===== config.mk =====
export PLATFORM = sky130hd
export DESIGN_NAME = mem_access_unit
export DESIGN_NICKNAME = d
export VERILOG_FILES = /design/src/rtl/mem_access_unit_pkg.sv /design/src/rtl/mem_access_unit_lane_align.sv /design/src/rtl/mem_access_unit.sv
export SDC_FILE = /design/constraint.sdc
export NUM_CORES = 1
export LEC_CHECK = 0
export ABC_CLOCK_PERIOD_IN_PS = 2000
export BUFFER_PORTS_ARGS = -buffer_cell sky130_fd_sc_hd__buf_2
export CELL_PAD_IN_SITES_DETAIL_PLACEMENT = 1
export CELL_PAD_IN_SITES_GLOBAL_PLACEMENT = 2
export CORE_MARGIN = 2
export CORE_UTILIZATION = 27
export DETAILED_ROUTE_END_ITERATION = 8
export PLACE_DENSITY_LB_ADDON = 0.1
export SLEW_MARGIN = 20
export SYNTH_ARGS = -nofsm -noshare
export SYNTH_HDL_FRONTEND = slang
export SYNTH_SLANG_ARGS = --single-unit

===== constraint.sdc =====
create_clock -name clk -period 2 [get_ports clk]
set_input_delay 0.4 -clock clk [delete_from_list [all_inputs] [get_ports clk]]
set_output_delay 0.4 -clock clk [all_outputs]
set_load 0.005 [all_outputs]

===== src/rtl/mem_access_unit_pkg.sv =====
// Shared load/store funct3 codes and helpers for the memory access stage.
// Load-data masking by access size lives here so the datapath and lane logic agree.
package mem_access_unit_pkg;

  localparam logic [2:0] LS_B_OP  = 3'd0;
  localparam logic [2:0] LS_H_OP  = 3'd1;
  localparam logic [2:0] LS_W_OP  = 3'd2;
  localparam logic [2:0] LS_BU_OP = 3'd4;
  localparam logic [2:0] LS_HU_OP = 3'd5;

  function automatic logic [31:0] ld_mask(input logic [2:0] f3);
    case (f3)
      LS_B_OP, LS_BU_OP: return 32'h0000_00FF;
      LS_H_OP, LS_HU_OP: return 32'h0000_FFFF;
      default:           return 32'hFFFF_FFFF;
    endcase
  endfunction

endpackage


===== src/rtl/mem_access_unit_lane_align.sv =====
// Byte-lane steering for one access: byte enables, replicated store data,
// and a flag for misaligned addresses or funct3 codes that are illegal for the direction.
module lsu_lane_align
  import mem_access_unit_pkg::*;
(
  input  logic [2:0]  i_funct3,
  input  logic [1:0]  i_addr_lo,
  input  logic        i_store,
  input  logic [31:0] i_wdata,
  output logic [3:0]  o_be,
  output logic [31:0] o_wdata,
  output logic        o_bad
);

  always_comb begin
    o_be    = 4'b0000;
    o_wdata = i_wdata;
    o_bad   = 1'b0;
    case (i_funct3)
      LS_B_OP, LS_BU_OP: begin
        o_be    = 4'b0001 << i_addr_lo;
        o_wdata = {4{i_wdata[7:0]}};
        o_bad   = i_store && (i_funct3 == LS_BU_OP);
      end
      LS_H_OP, LS_HU_OP: begin
        o_be    = 4'b0011 << i_addr_lo;
        o_wdata = {2{i_wdata[15:0]}};
        o_bad   = i_addr_lo[0] || (i_store && (i_funct3 == LS_HU_OP));
      end
      LS_W_OP: begin
        o_be  = 4'b1111;
        o_bad = |i_addr_lo;
      end
      default: o_bad = 1'b1;
    endcase
  end

endmodule


===== src/rtl/mem_access_unit.sv =====
// Memory stage: accepts one load/store from EX, runs a req/ack bus cycle and hands
// right-justified load bytes plus status flags to Writeback as a one-cycle pulse.
//
//   state   | meaning
//   --------+-----------------------------------------------------------
//   ST_IDLE | ready for a new access from EX
//   ST_REQ  | bus request held, waiting for ack or timeout
//   ST_RESP | o_valid pulse to Writeback (also used for misaligned/illegal)
module mem_access_unit
  import mem_access_unit_pkg::*;
#(
  parameter int unsigned TIMEOUT_CYCLES = 255,
  parameter int unsigned TO_W           = 8
) (
  input  logic        clk,
  input  logic        rst,
  input  logic        i_valid,
  output logic        o_ready,
  input  logic        i_store,
  input  logic [2:0]  i_funct3,
  input  logic [31:0] i_addr,
  input  logic [31:0] i_wdata,
  input  logic [4:0]  i_rd,
  output logic        o_dmem_req,
  output logic        o_dmem_we,
  output logic [31:0] o_dmem_addr,
  output logic [31:0] o_dmem_wdata,
  output logic [3:0]  o_dmem_be,
  input  logic        i_dmem_ack,
  input  logic [31:0] i_dmem_rdata,
  input  logic        i_dmem_err,
  output logic        o_valid,
  output logic [31:0] o_ldata,
  output logic [2:0]  o_funct3,
  output logic [4:0]  o_rd,
  output logic        o_is_load,
  output logic        o_misalign,
  output logic        o_buserr,
  output logic        o_busy
);

  typedef enum logic [1:0] {
    ST_IDLE = 2'd0,
    ST_REQ  = 2'd1,
    ST_RESP = 2'd2
  } state_t;

  localparam logic [TO_W-1:0] TO_LOAD = TO_W'(TIMEOUT_CYCLES);

  state_t            r_state;
  state_t            w_next;
  logic              r_store;
  logic [2:0]        r_funct3;
  logic [31:0]       r_addr;
  logic [1:0]        r_lo;
  logic [4:0]        r_rd;
  logic [3:0]        r_be;
  logic [31:0]       r_wdata;
  logic [31:0]       r_ldata;
  logic              r_misalign;
  logic              r_buserr;
  logic [TO_W-1:0]   r_cnt;

  logic              w_accept;
  logic              w_timeout;
  logic [3:0]        w_be;
  logic [31:0]       w_wdata;
  logic              w_bad;
  logic [31:0]       w_ld_aligned;

  lsu_lane_align u_lane (
    .i_funct3  (i_funct3),
    .i_addr_lo (i_addr[1:0]),
    .i_store   (i_store),
    .i_wdata   (i_wdata),
    .o_be      (w_be),
    .o_wdata   (w_wdata),
    .o_bad     (w_bad)
  );

  assign w_accept     = i_valid && (r_state == ST_IDLE);
  // Down-counter loaded on accept; the no-ack cycle that sees 1 is the last allowed one.
  assign w_timeout    = (TIMEOUT_CYCLES != 0) && !i_dmem_ack && (r_cnt == TO_W'(1));
  assign w_ld_aligned = (i_dmem_rdata >> {r_lo, 3'b000}) & ld_mask(r_funct3);

  always_ff @(posedge clk) begin
    if (rst) r_state <= ST_IDLE;
    else     r_state <= w_next;
  end

  always_comb begin
    w_next = r_state;
    case (r_state)
      ST_IDLE: if (w_accept) w_next = w_bad ? ST_RESP : ST_REQ;
      ST_REQ:  if (i_dmem_ack || w_timeout) w_next = ST_RESP;
      ST_RESP: w_next = ST_IDLE;
      default: w_next = ST_IDLE;
    endcase
  end

  always_ff @(posedge clk) begin
    if (rst) begin
      r_store    <= 1'b0;
      r_funct3   <= 3'd0;
      r_addr     <= 32'd0;
      r_lo       <= 2'd0;
      r_rd       <= 5'd0;
      r_be       <= 4'd0;
      r_wdata    <= 32'd0;
      r_ldata    <= 32'd0;
      r_misalign <= 1'b0;
      r_buserr   <= 1'b0;
      r_cnt      <= '0;
    end else if (w_accept) begin
      r_store    <= i_store;
      r_funct3   <= i_funct3;
      r_addr     <= {i_addr[31:2], 2'b00};
      r_lo       <= i_addr[1:0];
      r_rd       <= i_rd;
      r_be       <= w_be;
      r_wdata    <= w_wdata;
      r_ldata    <= 32'd0;
      r_misalign <= w_bad;
      r_buserr   <= 1'b0;
      r_cnt      <= TO_LOAD;
    end else if (r_state == ST_REQ) begin
      if (i_dmem_ack) begin
        r_buserr <= i_dmem_err;
        r_ldata  <= (i_dmem_err || r_store) ? 32'd0 : w_ld_aligned;
      end else if (w_timeout) begin
        r_buserr <= 1'b1;
      end else begin
        r_cnt <= r_cnt - 1'b1;
      end
    end
  end

  always_comb begin
    o_ready      = (r_state == ST_IDLE);
    o_busy       = (r_state != ST_IDLE);
    o_dmem_req   = 1'b0;
    o_dmem_we    = 1'b0;
    o_dmem_addr  = 32'd0;
    o_dmem_wdata = 32'd0;
    o_dmem_be    = 4'd0;
    o_valid      = 1'b0;
    o_ldata      = 32'd0;
    o_funct3     = 3'd0;
    o_rd         = 5'd0;
    o_is_load    = 1'b0;
    o_misalign   = 1'b0;
    o_buserr     = 1'b0;
    case (r_state)
      ST_REQ: begin
        o_dmem_req   = 1'b1;
        o_dmem_we    = r_store;
        o_dmem_addr  = r_addr;
        o_dmem_wdata = r_wdata;
        o_dmem_be    = r_be;
      end
      ST_RESP: begin
        o_valid    = 1'b1;
        o_ldata    = r_ldata;
        o_funct3   = r_funct3;
        o_rd       = r_rd;
        o_is_load  = !r_store;
        o_misalign = r_misalign;
        o_buserr   = r_buserr;
      end
      default: ;
    endcase
  end

endmodule


# After elaboration in Yosys (flattened, before gate mapping)
# Cells that the tools add are included.
# totals
input_bits	110
register_bits	121
output_inout_bits	116
wordCells	83
# op_classes
shifts	3
bitwise_logic	1
reduce_logical	25
add_sub_neg	1
mux	27
eq_ne	14
# op_table
op	count
32-bit 2-to-1 mux	4
32-bit one-hot mux with 2 select lines	2
32-bit bitwise AND	1
8-bit 2-to-1 mux	4
32-bit by 5-bit >> shifter with 32-bit output	1
3-bit == test (second input constant)	4
4-bit one-hot mux with 3 select lines	1
2-bit OR reduction	6
8-bit by 1-bit == test with 1-bit output (second input constant)	1
1-bit 2-to-1 mux	8
8-bit by 1-bit subtractor with 8-bit output (second input constant)	1
3-bit by 1-bit == test with 1-bit output (second input constant)	2
3-bit zero test	2
2-bit 2-to-1 mux	3
2-bit AND reduction	3
2-bit nonzero test	3
5-bit 2-to-1 mux	1
1-bit logical AND	4
4-bit 2-to-1 mux	1
2-bit by 1-bit != test with 1-bit output (second input constant)	2
2-bit != test (second input constant)	2
2-bit one-hot mux with 2 select lines	1
1-bit by 2-bit << shifter with 4-bit output (first input constant)	1
2-bit by 2-bit << shifter with 4-bit output (first input constant)	1
other kinds (9)	12

# Logic depth before layout (Yosys ltp)
# Gate-level depths: netlist of the first run.
# logic_depth
ltp_word	7
depth_mapped	7
mapped_depth_nobuf	6

# Hierarchy
# A second synthesis of the first run with hierarchy kept.
# hier_totals
cells_unflattened	733
hier_area_um2	6040.8
# by_module_without_submodules
module	instances	cells_per_inst	area_each_um2	seq_area_each_um2
mem_access_unit	1	668	5519.0	2422.3
lsu_lane_align	1	65	521.8	0.0

# Least setup slack after synthesis of the first run
# OpenSTA, ideal clock, no wires.
# synth_timing
path_type	register to output
startpoint	register r_state[0]
endpoint	output port o_dmem_addr[12]
slack_ns	0.204
required_time_ns	1.600
path_stages_with_launch	5
t_arrival_ns	1.396
cell_sequence	dfxtp_1 > nor2b_1 > clkbuf_1 > clkbuf_1 > and2_1
# synth_between
elab_chain_len	2
# synth_rtl
element	line_no	source
start: declaration	mem_access_unit.sv:50	state_t r_state;
start signal: assignment	mem_access_unit.sv:88	else r_state <= w_next;
2-bit by 1-bit == test with 1-bit output	mem_access_unit.sv:153	case (r_state)
32-bit 2-to-1 mux	mem_access_unit.sv:153	
end: declaration	mem_access_unit.sv:26	output logic [31:0] o_dmem_addr,
# Every way passes these cells.

# Worst setup path after layout of the first run
# layout_timing
startpoint	register r_state[0]
endpoint	output port o_dmem_wdata[12]
# layout_between
elab_chain_len	2
# layout_rtl
element	line_no	source
2-bit by 1-bit == test with 1-bit output	mem_access_unit.sv:153	
32-bit 2-to-1 mux	mem_access_unit.sv:153	
end: declaration	mem_access_unit.sv:27	output logic [31:0] o_dmem_wdata,
# Every way passes these cells.

==> qor.json, run 1 <==
{
  "global_routing": {
    "grt_start_max_net_pins": 89,
    "wire_length_of_the_first_global_routing_pass_um": 32430,
    "overflow": 0,
    "grt_pass1_vias": 5982,
    "antenna_found_initial": 3,
    "grt_use_total": 0.1841
  },
  "finish": {
    "fin_nets": 1038,
    "post_route_cells_drive_above_1_share": 0.3738,
    "postLayoutCoreUtil": 0.3973,
    "instances_no_fill": 1217,
    "filler_cell_count": 2574,
    "layout-area-overhead-vs-synth_pct": 43.45,
    "multi_input_logic_area_um2": 3319,
    "seq_area_um2": 2427
  },
  "clock_network": {
    "clkSinkCount": 121,
    "path_clk_slew_ns": 0.06,
    "tritoncts": "yes",
    "clock_tree.buffer_depth": 2,
    "clock_tree.htree_level_count": 4,
    "cts_made_buffers": 17,
    "cts-root-buf": "sky130_fd_sc_hd__clkbuf_16",
    "clkLatencyLatePin_ns": 0.43
  },
  "floorplanning": {
    "dieArea_um2": 22960,
    "std_cell_rows": 53,
    "floorplan.die.width_um": 151.5,
    "die_y_um": 151.5,
    "design.portCount": 226,
    "start_util": 0.2769,
    "core_um2": 21220
  },
  "route": {
    "vias_per_cell": 4.792,
    "drc": 0,
    "first_pass_iters": 4,
    "total_wirelength_of_the_detailed_routed_design_um": 21940,
    "final_antenna_net_count": 0,
    "detail_route.wl_per_cell_um": 18.03,
    "drt_iter0_drc": 192,
    "route.vias.total": 5832
  },
  "synthesis": {
    "synth_commonest_cells": "136 x sky130_fd_sc_hd__nand2_1, 121 x sky130_fd_sc_hd__dfxtp_1, 109 x sky130_fd_sc_hd__and2_1",
    "ys_seq_elements": 121,
    "synth_seq_area_share": 0.4122,
    "synthesis.yosys.warnings": 0,
    "async_reset_ff_frac": 0,
    "synth_area_um2": 5877,
    "synth_cell_types": 44,
    "synthDominantAreaCellType": "sky130_fd_sc_hd__dfxtp_1",
    "synth_flop_cell": "sky130_fd_sc_hd__dfxtp_1",
    "synthMostInstantiatedCell": "sky130_fd_sc_hd__nand2_1",
    "leading_post_synthesis_cells_by_cell_area": "sky130_fd_sc_hd__dfxtp_1 41%, sky130_fd_sc_hd__and2_1 12%, sky130_fd_sc_hd__nand2_1 8.7%",
    "yosys.area.top_type_share": 0.4122,
    "synth-edff-count": 0,
    "synth_area_per_cell_um2": 8.242,
    "netlist_instances": 713
  },
  "sta": {
    "worst_slew_margin_rel": 0.4058,
    "final_number_of_max_transition_violations": 0,
    "timing_hold_violations_final": 0,
    "rsz0062_at_grt": "yes",
    "layout_worst_path_cycle_share": 1.001,
    "final-setup-viol-count": 2,
    "timing.fmax_ghz": 0.4994,
    "setup_ws_ns": -0.002314,
    "final.min_clock_period_ns": 2.002,
    "actual_slew_at_the_worst_max_slew_pin_ns": 0.8845,
    "fin_worst_skew_ns": 0.01127
  },
  "setup_path": {
    "critical-path-max-stage-delay_ns": 0.37,
    "cp_data_arrival_time_ns": 1.60,
    "worst_r2r_startpoint": "r_cnt[0]",
    "worstSetupStartpoint": "r_state[0]",
    "critPathLaunchType": "flip-flop",
    "ff2ff_setup_slack_ns": 0.12,
    "worst-endpoint-required_ns": 1.60,
    "critPathCaptureType": "output port",
    "worstPathMaxFanout": 8,
    "path_cells": "nor2b_4 -> buf_12 -> clkbuf_16 -> and2_4 -> buf_6",
    "worstRegToRegCells": 5,
    "crit_type": "flip-flop to output port",
    "cp_slowest_cell": "sky130_fd_sc_hd__dfxtp_4"
  },
  "place": {
    "placement.setup.worst_slack_ns": 0.04094,
    "io_buffers": 223,
    "post-dp-hpwl_um": 15110,
    "dpl.cell_count": 1174,
    "gp_routability_congestion": 0.8138
  },
  "pwr": {
    "sequential_group_share_of_total_power": 0.377,
    "power.share.switching": 0.2602,
    "vdd.ir_drop.worst_v": 0.0005329,
    "cellLeakagePower_nw": 3.734,
    "power_frac_clock": 0.486,
    "p_sw_mw": 1.824,
    "comb_power_share": 0.137,
    "power_per_cell_area_nw_per_um2": 831.6,
    "power.internal_mw": 5.187
  },
  "job": {
    "cap_violations": 0
  },
  "status": {
    "run_status": "finished with violations",
    "violations": "negative setup slack"
  },
  "hold_path": {
    "beginning_of_the_worst_hold_path": "i_rd[0]",
    "timing.hold.worst_path_depth": 3,
    "timing.hold.worst.class": "input pin to flip-flop"
  }
}
## critical path: cells and delay by family (launching register included)
| kind | cells | cell delay, ns |
|---|---|---|
| flip-flops | 1 | 0.37 |
| buffers and inverters | 3 | 0.42 |
| AND/OR/NAND/NOR | 2 | 0.40 |
## per-stage QoR
stage	power [mW]	TNS, ns	hold slack [ns]	instance area (um^2)
after detailed placement	3.590	0	0.4457	7331
final	7.011	-0.003522	0.2107	8431
after global placement	3.557	0	0.4375	7331
after global routing	7.329	-2.764	0.2013	8426
after CTS	7.047	-0.6497	0.1934	8046
after floorplan	3.198	0	0.4317	5881
## cell type report
| cell class | instances | share of cell area |
|---|---|---|
| Multi-Input combinational cell | 531 | 0.3937 |
| Clock buffer | 18 | 0.05091 |
| Antenna cell | 3 | 0.0008905 |
| Sequential cell | 121 | 0.2879 |
| Timing Repair Buffer | 251 | 0.1975 |
| Tap cell | 275 | 0.04081 |
| Clock inverter | 14 | 0.02642 |
| Inverter | 4 | 0.001781 |
## power by group through the flow
stage | Sequential [mW] | Combinational, mW | Clock (mW)
2_1_floorplan | 2.66 | 0.536 | 0
3_3_place_gp | 2.69 | 0.871 | 0
3_5_place_dp | 2.69 | 0.896 | 0
4_1_cts | 2.64 | 0.916 | 3.49
5_1_grt | 2.66 | 1.06 | 3.60
6_report | 2.64 | 0.957 | 3.41
## cells in the final DEF (no fill, tap or decap), drive strengths merged, types with 5 or more instances in the layout
| cell | n |
|---|---|
| a211oi | 17 |
| o21ai | 16 |
| a22oi | 24 |
| nor4 | 5 |
| mux2i | 25 |
| inv | 5 |
| nor2 | 54 |
| nand2 | 136 |
| dfxtp | 121 |
| clkinv | 6 |
| o2bb2ai | 8 |
| a21oi | 65 |
| nor3 | 6 |
| buf | 249 |
| and2 | 109 |
| a311oi | 11 |
| a22o | 8 |
| clkbuf | 20 |
| bufinv | 5 |
| mux4 | 8 |
| mux2 | 9 |
## path summary, 6_finish.rpt
| path | to |
|---|---|
| worst max-delay path | o_dmem_wdata[12] |
| worst min-delay path | r_rd[0] |
| worst max register to register | r_cnt[3] |
| worst min register to register | r_addr[22] |
## timing repair
item	4_1_cts	5_1_grt
resized for setup	8	68
endpoints found under the setup margin	109	94
hold buffers	0	0
setup buffers	1	4
pin swaps	0	22
gates cloned	1	3
## per-layer routing
layer	vias to the layer above	track usage	part of all wire
li1	2861	-	-
met1	2804	0.2328	0.44
met2	145	0.3023	0.49
met3	22	0.05479	0.061
met4	0	0.05833	0.013
met5	-	0	0
## flip-flops by register name, summed over array words and instances (netlist names)
register,count
r_wdata,32
r_be,4
r_rd,5
r_lo,2
r_funct3,3
r_state,2
r_misalign,1
r_addr,30
r_store,1
r_cnt,8
r_buserr,1
r_ldata,32
## cell families (layout without fill, tap and decap cells)
kind of cell | count (synthesis) | in the layout | synth area share
muxes | 42 | 42 | 0.09048
adders and majority gates | 2 | 2 | 0.004257
AOI/OAI and AO/OA | 155 | 155 | 0.1703
DFF | 121 | 121 | 0.4122
and+or+nand+nor | 329 | 329 | 0.2772
other | 1 | 5 | 0.0006381
buffers and inverters | 62 | 287 | 0.04343
xor gates and xnor gates | 1 | 1 | 0.001491
Note: power is estimated with default switching activity, not from simulation.
==> run 2, diff against run 1 <==
--- a/config.mk
+++ b/config.mk
@@ -5,15 +5,16 @@
 export SDC_FILE = /design/constraint.sdc
 export NUM_CORES = 1
 export LEC_CHECK = 0
-export ABC_CLOCK_PERIOD_IN_PS = 2000
+export ABC_CLOCK_PERIOD_IN_PS = 1630
 export BUFFER_PORTS_ARGS = -buffer_cell sky130_fd_sc_hd__buf_2
 export CELL_PAD_IN_SITES_DETAIL_PLACEMENT = 1
 export CELL_PAD_IN_SITES_GLOBAL_PLACEMENT = 2
 export CORE_MARGIN = 2
-export CORE_UTILIZATION = 27
+export CORE_UTILIZATION = 25
 export DETAILED_ROUTE_END_ITERATION = 8
 export PLACE_DENSITY_LB_ADDON = 0.1
 export SLEW_MARGIN = 20
 export SYNTH_ARGS = -nofsm -noshare
 export SYNTH_HDL_FRONTEND = slang
+export SYNTH_HIERARCHICAL = 1
 export SYNTH_SLANG_ARGS = --single-unit
==> constraint.sdc (replaced) <==
create_clock -name clk -period 1.63 [get_ports clk]
set_input_delay 0.326 -clock clk [delete_from_list [all_inputs] [get_ports clk]]
set_output_delay 0.326 -clock clk [all_outputs]
set_load 0.005 [all_outputs]
==> qor.json, run 2 <==
{
  "synthesis": {
    "synth-edff-count": {"value": 0, "change": "unchanged"},
    "synthMostInstantiatedCell": "sky130_fd_sc_hd__nand2_1",
    "synthDominantAreaCellType": "sky130_fd_sc_hd__dfxtp_1",
    "yosys.area.top_type_share": {"value": 0.4010, "change": "-0.01118"},
    "netlist_instances": {"value": 733, "change": "+2.8%"},
    "synth_commonest_cells": "165 x sky130_fd_sc_hd__nand2_1, 121 x sky130_fd_sc_hd__dfxtp_1, 109 x sky130_fd_sc_hd__and2_1",
    "synth_area": {"value": 6041, "unit": "um^2", "change": "+2.8%"},
    "async_reset_ff_frac": {"value": 0, "change": "unchanged"},
    "synth_area_per_cell": {"value": 8.241, "unit": "um^2", "change": "about the same"},
    "synth_cell_types": {"value": 49, "change": "+11%"},
    "synthesis.yosys.warnings": {"value": 6, "change": "+6"},
    "ys_seq_elements": {"value": 121, "change": "unchanged"},
    "leading_post_synthesis_cells_by_cell_area": "sky130_fd_sc_hd__dfxtp_1 40%, sky130_fd_sc_hd__and2_1 11%, sky130_fd_sc_hd__nand2_1 10%",
    "synth_flop_cell": "sky130_fd_sc_hd__dfxtp_1",
    "synth_seq_area_share": {"value": 0.4010, "change": "-0.01118"}
  },
  "setup_path": {
    "crit_type": "flip-flop to output port",
    "critPathCaptureType": "output port",
    "path_common_cell": "sky130_fd_sc_hd__buf_12",
    "cp_slowest_cell": "sky130_fd_sc_hd__dfxtp_2",
    "critical-path-max-stage-delay": {"value": 0.33, "unit": "ns", "change": "-0.04 ns"},
    "worstPathMaxFanout": {"value": 9, "change": "+1"},
    "worst-endpoint-required": {"value": 1.30, "unit": "ns", "change": "-0.30 ns"},
    "critPathLaunchType": "flip-flop",
    "cp_data_arrival_time": {"value": 1.66, "unit": "ns", "change": "+0.06 ns"},
    "path_cells": "buf_6 -> buf_12 -> nor2b_4 -> buf_12 -> clkbuf_16 -> and2_1 -> buf_2"
  },
  "finish": {
    "filler_cell_count": {"value": 2853, "change": "+11%"},
    "final_cell_mix": "209 x sky130_fd_sc_hd__buf_2, 165 x sky130_fd_sc_hd__nand2_1, 116 x sky130_fd_sc_hd__dfxtp_1, 94 x sky130_fd_sc_hd__and2_1, 84 x sky130_fd_sc_hd__a21oi_1",
    "post_route_cells_drive_above_1_share": {"value": 0.3961, "change": "+0.02231"},
    "final_cell_area": {"value": 8782, "unit": "um^2", "change": "+4.2%"},
    "layout-area-overhead-vs-synth_pct": 45.38,
    "seq_area": {"value": 2431, "unit": "um^2", "change": "+0.15%"},
    "multi_input_logic_area": {"value": 3468, "unit": "um^2", "change": "+4.5%"},
    "largestRegisters": "r_ldata x32, r_wdata x32, r_addr x30",
    "fin_nets": {"value": 1076, "change": "+3.7%"},
    "layout_commonest_cell": "sky130_fd_sc_hd__buf_2"
  },
  "route": {
    "first_pass_iters": {"value": 4, "change": "unchanged"},
    "vias_per_cell": {"value": 4.607, "change": "-3.9%"},
    "final_antenna_net_count": {"value": 0, "change": "unchanged"},
    "drt_iter0_drc": {"value": 210, "change": "+9.4%"},
    "drc": {"value": 0, "change": "unchanged"},
    "route.vias.total": {"value": 5980, "change": "+2.5%"},
    "detail_route.wl_per_cell": {"value": 16.80, "unit": "um", "change": "-6.8%"},
    "total_wirelength_of_the_detailed_routed_design": {"value": 21810, "unit": "um", "change": "-0.63%"}
  },
  "clock_network": {
    "clock_tree.buffer_depth": {"value": 2, "change": "unchanged"},
    "cts_made_buffers": {"value": 17, "change": "unchanged"},
    "clkSinkCount": {"value": 121, "change": "unchanged"},
    "path_clk_slew": {"value": 0.06, "unit": "ns", "change": "about the same"},
    "clkLatencyLatePin": {"value": 0.42, "unit": "ns", "change": "about the same"},
    "cts-root-buf": "sky130_fd_sc_hd__clkbuf_16",
    "tritoncts": "yes",
    "clock_tree.htree_level_count": {"value": 4, "change": "unchanged"}
  },
  "global_routing": {
    "grt_pass1_vias": {"value": 6153, "change": "+2.9%"},
    "grt_start_max_net_pins": {"value": 89, "change": "unchanged"},
    "grt_use_total": {"value": 0.1665, "change": "-0.01761"},
    "antenna_found_initial": {"value": 3, "change": "unchanged"},
    "wire_length_of_the_first_global_routing_pass": {"value": 33980, "unit": "um", "change": "+4.8%"},
    "overflow": {"value": 0, "change": "unchanged"}
  },
  "place": {
    "placement.setup.worst_slack": {"value": -0.1540, "unit": "ns", "change": "-0.1950 ns"},
    "post-dp-hpwl": {"value": 15460, "unit": "um", "change": "+2.3%"},
    "area_post_placement": {"value": 7655, "unit": "um^2", "change": "+4.4%"},
    "gp_routability_congestion": {"value": 0.8291, "change": "+1.9%"},
    "io_buffers": {"value": 223, "change": "unchanged"}
  },
  "hold_path": {
    "timing.hold.worst.class": "input pin to flip-flop"
  },
  "status": {
    "run_status": "finished with violations",
    "violations": "negative setup slack"
  },
  "floorplanning": {
    "die_y": {"value": 159.4, "unit": "um", "change": "+5.2%"},
    "std_cell_rows": {"value": 56, "change": "+5.7%"},
    "floorplan.die.width": {"value": 159.4, "unit": "um", "change": "+5.2%"},
    "design.portCount": {"value": 226, "change": "unchanged"},
    "start_util": {"value": 0.2558, "change": "-0.02112"},
    "dieArea": {"value": 25420, "unit": "um^2", "change": "+11%"},
    "core": {"value": 23610, "unit": "um^2", "change": "+11%"}
  },
  "pwr": {
    "power_per_cell_area": {"value": 974.9, "unit": "nW/um^2", "change": "+17%"},
    "power": {"value": 8.562, "unit": "mW", "change": "+22%"},
    "vdd.ir_drop.worst": {"value": 0.0004812, "unit": "V", "change": "-9.7%"},
    "cellLeakagePower": {"value": 3.866, "unit": "nW", "change": "+3.5%"}
  },
  "sta": {
    "final.min_clock_period_ns": 1.989,
    "layout_worst_path_cycle_share": 1.220,
    "timing.fmax_ghz": 0.5027,
    "setup_ws": {"value": -0.3592, "unit": "ns", "change": "-0.3569 ns"},
    "fin_worst_hold_slack": {"value": 0.1487, "unit": "ns", "change": "-0.06194 ns"},
    "timing_hold_violations_final": {"value": 0, "change": "unchanged"},
    "final_number_of_max_transition_violations": {"value": 0, "change": "unchanged"},
    "rsz0062_at_grt": "yes",
    "final-setup-viol-count": {"value": 117, "change": "+115"},
    "fin_worst_skew": {"value": 0.01217, "unit": "ns", "change": "+0.0008982 ns"}
  },
  "job": {
    "cap_violations": {"value": 0, "change": "unchanged"}
  }
}
## run 2: repair_timing
action | 4_1_cts | 5_1_grt
setup endpoints to repair | 140 | 220
pin swaps | 3 | 10
gates cloned | 1 | 2
hold buffers | 0 | 0
gates resized for setup | 20 | 60
buffers inserted | 5 | 3
## run 2: area by class of cell
| type | instances | share of cell area |
|---|---|---|
| Antenna cell | 2 | 0.0005699 |
| Clock buffer | 18 | 0.05001 |
| Clock inverter | 14 | 0.02237 |
| Inverter | 6 | 0.002564 |
| Multi-Input combinational cell | 543 | 0.3949 |
| Sequential cell | 121 | 0.2768 |
| Tap cell | 319 | 0.04545 |
| Timing Repair Buffer | 275 | 0.2073 |
## run 2: metrics by stage
step / utilization / std cells / setup TNS (ns)
after floorplan: - / 734 / -0.2488
after global placement: 0.3242 / 1254 / -0.8913
after detailed placement: 0.3242 / 1254 / -2.994
after CTS: 0.3575 / 1292 / -37.86
after global routing: 0.3717 / 1296 / -43.24
final: 0.3719 / 1298 / -31.57
## run 2: logic make-up (layout without fill, tap and decap cells)
family,Yosys count,in the layout,synth area share
buffers and inverters,70,313,0.06006
XOR/XNOR,2,2,0.002900
multiplexers,48,48,0.1011
AO/OA/AOI/OAI,151,151,0.1508
other,1,4,0.0006208
flip-flops,121,121,0.4010
AND/OR/NAND/NOR,338,338,0.2794
adder cells (fa/ha/maj),2,2,0.004142
## run 2: critical path, delay by kind of cell, from the launching register on
| kind | cells | cell delay [ns] |
|---|---|---|
| buffers and inverters | 5 | 0.68 |
| DFF | 1 | 0.33 |
| and+or+nand+nor | 2 | 0.24 |
## run 2: where the power goes
group / internal [mW] / switching [mW] / total (mW) / leakage, nW
Sequential: 3.12 / 0.101 / 3.22 / 0.992
Combinational: 0.572 / 0.692 / 1.26 / 2.57
Clock: 2.61 / 1.47 / 4.08 / 0.303
Total: 6.30 / 2.26 / 8.56 / 3.87
## run 2: final timing paths
| path | startpoint | endpoint | slack [ns] | cells past startpoint |
|---|---|---|---|---|
| setup / recovery | r_state[1] | o_dmem_be[0] | -0.36 | 7 |
| hold / removal | i_addr[12] | r_addr[12] | 0.15 | 3 |
| setup reg to reg | r_state[0] | r_cnt[3] | -0.08 | 4 |
| hold reg to reg | r_addr[19] | r_addr[19] | 0.45 | 2 |
## run 2: metal layers
| layer | GRT usage | vias to the layer above | share of wire |
|---|---|---|---|
| met1 | 0.2085 | 2877 | 0.45 |
| li1 | - | 2938 | - |
| met2 | 0.2751 | 149 | 0.48 |
| met5 | 0 | - | 0.00060 |
| met3 | 0.05444 | 14 | 0.063 |
| met4 | 0.04504 | 2 | 0.0082 |
